`src/rtl/iq_upconverter_mixer.sv`:
```
// IQ upconverter mixer.
// Holds one baseband symbol for a programmable number of samples and mixes it
// against the quadrature carrier as I*cos - Q*sin. The product is rounded and
// saturated to the output width in a three-stage pipeline.
//
// state | meaning
// IDLE  | no symbol held, symbol regs cleared
// RUN   | symbol held, r_cnt = uses remaining after the current one
//
// The output shift S = OW+BW-DW must be at least 1.
module iq_upconverter_mixer #(
    parameter int OW = 16,
    parameter int BW = 12,
    parameter int DW = 16,
    parameter int CW = 8
) (
    input  logic                 i_clk,
    input  logic                 i_reset,
    input  logic                 i_ce,
    input  logic signed [OW-1:0] i_carrier_i,
    input  logic signed [OW-1:0] i_carrier_q,
    input  logic                 i_bb_valid,
    output logic                 o_bb_ready,
    input  logic signed [BW-1:0] i_bb_i,
    input  logic signed [BW-1:0] i_bb_q,
    input  logic        [CW-1:0] i_sps_m1,
    output logic signed [DW-1:0] o_val,
    output logic                 o_valid,
    output logic                 o_underrun
);
    localparam int PW = OW + BW;
    localparam int S  = OW + BW - DW;
    localparam int RW = PW + 2;
    localparam logic [RW-1:0] ROUND = {{(RW-1){1'b0}}, 1'b1} << (S - 1);

    typedef enum logic {IDLE = 1'b0, RUN = 1'b1} state_t;

    state_t               r_state;
    logic        [CW-1:0] r_cnt;
    logic signed [BW-1:0] r_sym_i;
    logic signed [BW-1:0] r_sym_q;
    logic signed [PW-1:0] r_p_i;
    logic signed [PW-1:0] r_p_q;
    logic                 r_v1;
    logic signed [PW:0]   r_d;
    logic                 r_v2;

    logic                 w_xfer;
    logic signed [PW-1:0] w_sym_i_ext;
    logic signed [PW-1:0] w_sym_q_ext;
    logic signed [PW-1:0] w_car_i_ext;
    logic signed [PW-1:0] w_car_q_ext;
    logic signed [PW:0]   w_diff;
    logic signed [RW-1:0] w_sum;
    logic signed [RW-1:0] w_shift;
    logic                 w_fits;
    logic signed [DW-1:0] w_sat;

    assign o_bb_ready = i_ce & ((r_state == IDLE) | (r_cnt == '0));
    assign w_xfer     = i_bb_valid & o_bb_ready;

    // Operands widened to the product width so the multiply is exact.
    assign w_sym_i_ext = {{(PW-BW){r_sym_i[BW-1]}}, r_sym_i};
    assign w_sym_q_ext = {{(PW-BW){r_sym_q[BW-1]}}, r_sym_q};
    assign w_car_i_ext = {{(PW-OW){i_carrier_i[OW-1]}}, i_carrier_i};
    assign w_car_q_ext = {{(PW-OW){i_carrier_q[OW-1]}}, i_carrier_q};

    // One extra bit keeps the I-Q difference exact.
    assign w_diff = {r_p_i[PW-1], r_p_i} - {r_p_q[PW-1], r_p_q};

    // Round half up, arithmetic shift, then clamp if the upper bits disagree.
    assign w_sum   = {r_d[PW], r_d} + ROUND;
    assign w_shift = w_sum >>> S;
    assign w_fits  = (&w_shift[RW-1:DW-1]) | ~(|w_shift[RW-1:DW-1]);
    assign w_sat   = w_fits ? w_shift[DW-1:0]
                   : (w_shift[RW-1] ? {1'b1, {(DW-1){1'b0}}} : {1'b0, {(DW-1){1'b1}}});

    // Symbol hold FSM: load on transfer, count down uses, drop to IDLE with an underrun pulse.
    always_ff @(posedge i_clk or posedge i_reset) begin
        if (i_reset) begin
            r_state    <= IDLE;
            r_cnt      <= '0;
            r_sym_i    <= '0;
            r_sym_q    <= '0;
            o_underrun <= 1'b0;
        end else if (i_ce) begin
            o_underrun <= 1'b0;
            if (w_xfer) begin
                r_state <= RUN;
                r_cnt   <= i_sps_m1;
                r_sym_i <= i_bb_i;
                r_sym_q <= i_bb_q;
            end else if (r_state == RUN) begin
                if (r_cnt != '0) begin
                    r_cnt <= r_cnt - {{(CW-1){1'b0}}, 1'b1};
                end else begin
                    r_state    <= IDLE;
                    r_sym_i    <= '0;
                    r_sym_q    <= '0;
                    o_underrun <= 1'b1;
                end
            end
        end
    end

    // Mixer pipeline: products, difference, round/saturate, with valid alongside.
    always_ff @(posedge i_clk or posedge i_reset) begin
        if (i_reset) begin
            r_p_i   <= '0;
            r_p_q   <= '0;
            r_v1    <= 1'b0;
            r_d     <= '0;
            r_v2    <= 1'b0;
            o_val   <= '0;
            o_valid <= 1'b0;
        end else if (i_ce) begin
            r_p_i   <= w_sym_i_ext * w_car_i_ext;
            r_p_q   <= w_sym_q_ext * w_car_q_ext;
            r_v1    <= (r_state == RUN);
            r_d     <= w_diff;
            r_v2    <= r_v1;
            o_val   <= w_sat;
            o_valid <= r_v2;
        end
    end
endmodule

```
`config.mk`:
```
export PLATFORM = sky130hd
export DESIGN_NAME = iq_upconverter_mixer
export DESIGN_NICKNAME = d
export VERILOG_FILES = /design/src/rtl/iq_upconverter_mixer.sv
export SDC_FILE = /design/constraint.sdc
export NUM_CORES = 1
export LEC_CHECK = 0
export ABC_AREA = 1
export CAP_MARGIN = 20
export CORE_MARGIN = 2
export CORE_UTILIZATION = 41
export DETAILED_ROUTE_END_ITERATION = 10
export SYNTH_ARGS = -nofsm -noshare
export SYNTH_HDL_FRONTEND = slang
export SYNTH_SLANG_ARGS = --single-unit
export TNS_END_PERCENT = 1
```
`constraint.sdc`:
```
create_clock -name i_clk -period 10.79 [get_ports i_clk]
set_clock_uncertainty 0.1 [all_clocks]
set_input_delay 1.6185 -clock i_clk [delete_from_list [all_inputs] [get_ports i_clk]]
set_output_delay 1.6185 -clock i_clk [all_outputs]
set_load 0.01 [all_outputs]
```
==> flow_summary.ini <==
[clocking]
cts_inserted_buffers = 17
cts.path.max_buffers = 2
cts_tree = built
cts-htree-levels = 4
cts_sinks = 127
hold_buffers = 0
clk-insertion-delay-late_ns = 0.46
post_cts_buffers = 0
clockRootBuffer = clkbuf_16
cts.reportedPaths.clkPinSlew_ns = 0.07
ctsResizeCount = 0

[timing]
worstMarginPinSlew_ns = 0.981
hold_violations = 0
fin_setup_tns_ns = 0
max_freq_mhz = 148
finalHoldWorstSlack_ns = 0.383
fin_crit_sh = 0.624
maxSlewHeadroom = 0.346
setup_violations = 0
layout_min_cycle_time_ns = 6.74
rsz0062_at_grt = no
final_max_slew_viol_count = 0

[critical_path]
worstReg2RegStart = r_sym_q[3]
cp-start-kind = input port
cp.required_ns = 11.04
endpoint_kind = flip-flop
critical_path.cell_chain = clkdlybuf4s50_1 -> nand2_1 -> fa_1 -> inv_1 -> fa_1 -> inv_1 -> fa_1 -> inv_1 -> fa_1 -> fa_1 -> ha_1 -> nand2_1 -> nor3_1 -> nand3_1 -> nand3_1 -> nand2_1 -> nand3_1 -> nand2_1
r2r-end = r_p_q[25]
critPathTopFamily = adder cells
slowest_delay_ns = 0.71
crit_type = in2reg
cp_num_buf_inv = 4
reg2reg_depth = 17
path_max_fanout = 12
slowest_stage = clkdlybuf4s50_1
cp_common_cell = fa_1
arrival_ns = 6.98
r2r_slack_ns = 4.91

[route]
wirelength_um = 59300
drt-wirelength-per-cell_um = 15.6
drc = 0
firstDrtPassIters = 5
vias = 18700
viasPerCell = 4.90
drt_iter0_drc = 1009
ant_nets = 0

[logic_synthesis]
syn-num-nets = 3670
synth_top_area_share = 0.318
yosysSeqAreaShare = 0.142
async_flop_share = 1.00
synth_area_leader_cell = fa_1
ys_types = 37
synth_edf_count = 0
avgSynthCellArea_um2 = 7.24
synthTopCellsByArea = fa_1 32%, nand2_1 16%, dfrtp_1 14%, inv_1 13%, ha_1 8.3%
mappedNetlistArea_um2 = 22400
netlist_instances = 3098
yosys_warnings = 0
ys.flop_type = dfrtp_1
synth_seq_cells = 127

[floorplanning]
rows = 85
die_x_um = 238
initial_core_util = 0.416
die_h_um = 238
core_um2 = 53900
ios = 87
die-area_um2 = 56600

[hold_path]
hold_path_depth = 2
min_path_type = reg2reg
holdPathEnd = r_p_i[4]
hp-start = r_p_i[4]

[global_routing]
grt_pass1_vias = 19500
track_usage = 0.220
grt_max_degree = 80
antenna_found_initial = 0
gr-total-overflow = 0
grt_pass1_wl_um = 99000

[cells_and_area]
fin_cells = 3806
syn2layout_area_growth_pct = 8.60
finalNetCount = 3669
drive_above_1_share = 0.0241
utilization = 0.452
diodes = 0

[flow_run]
max_cap_viol_count = 0

[place]
dp_cells = 3773
gp_congestion = 0.906
portBuffers = 86
place.detailed.hpwl_um = 49700

[status]
outcome = finished, final reports clean
==> how the worst max path moves through the flow <==
stage	endpoint	slack, ns	startpoint	cells past startpoint
5_1_grt	r_p_q[25]	3.85	i_carrier_q[15]	18
3_3_place_gp	r_p_q[25]	3.78	i_carrier_q[15]	18
4_1_cts	r_p_q[25]	4.14	i_carrier_q[15]	18
6_report	r_p_q[25]	4.05	i_carrier_q[15]	18
3_5_place_dp	r_p_q[25]	3.66	i_carrier_q[15]	18
2_1_floorplan	r_p_i[23]	4.72	i_carrier_i[15]	22
==> cell families after synthesis <==
group | share of synthesized area
adder cells (fa/ha/maj) | 0.400
buffers and inverters | 0.150
AND/OR/NAND/NOR | 0.252
AO/OA/AOI/OAI | 0.0409
XOR/XNOR | 0.0156
flip-flops | 0.142
==> sequential cells by signal (all words and copies together), names as in the netlist <==
signal      flops
o_underrun      1
o_val          16
o_valid         1
r_cnt           8
r_d            18
r_p_i          28
r_p_q          28
r_state         1
r_sym_i        12
r_sym_q        12
r_v1            1
r_v2            1
==> layout make-up <==
type | count | area, um2
clock buffers | 18 | 429
clock inverters | 14 | 169
fillers | 5453 | 29600
inverters | 768 | 2890
multi-input cells | 2091 | 15900
flip-flops and latches | 127 | 3180
well taps | 696 | 871
repair buffers | 92 | 931
==> placed cells by master (no fill, tap or decap), types with 5 or more instances in the layout <==
cell type and instances:
nand2_1 980, inv_1 762, fa_1 356, nand3_1 177
ha_1 148, dfrtp_1 127, nor2_1 126, clkdlybuf4s50_1 85
a21oi_1 74, o21ai_0 63, nand4_1 30, xor2_1 21
xnor2_1 19, clkbuf_16 17, or2_2 13, nor3_1 13
o21bai_1 9, o21ai_1 9, nand3b_1 9, a31oi_1 7
and2_1 6, nor2_2 6, inv_6 6, inv_2 5
nand2_2 5, o211ai_1 5, buf_4 5
==> worst min-delay path: stages, from the launching register on <==
cell	delay (ns)
dfrtp_1	0.35
nand2_1	0.06
nand2_1	0.05
==> through the flow <==
step	setup slack, ns	instance area [um2]
after global placement	3.78	23700
after floorplan	4.72	22400
final	4.05	24400
after detailed placement	3.66	23800
after global routing	3.85	24400
after CTS	4.14	24300
==> Yosys cell counts (13+ instances only) <==
library cell	instances
a21oi_1	74
clkbuf_1	96
dfrtp_1	127
fa_1	356
ha_1	148
inv_1	763
nand2_1	980
nand3_1	177
nand4_1	30
nor2_1	126
nor3_1	13
o21ai_0	63
or2_2	13
xnor2_1	19
xor2_1	21
==> routing by layer <==
layer | vias up | GRT usage | routed length, um
li1 | 9087 | - | -
met1 | 9070 | 0.293 | 26600
met2 | 436 | 0.377 | 28800
met3 | 60 | 0.0337 | 3000
met4 | 0 | 0.0499 | 1040
met5 | - | 0 | 0
Power is not shown: default switching activity piles up to over one toggle a cycle in this logic, so the estimate is an artifact.
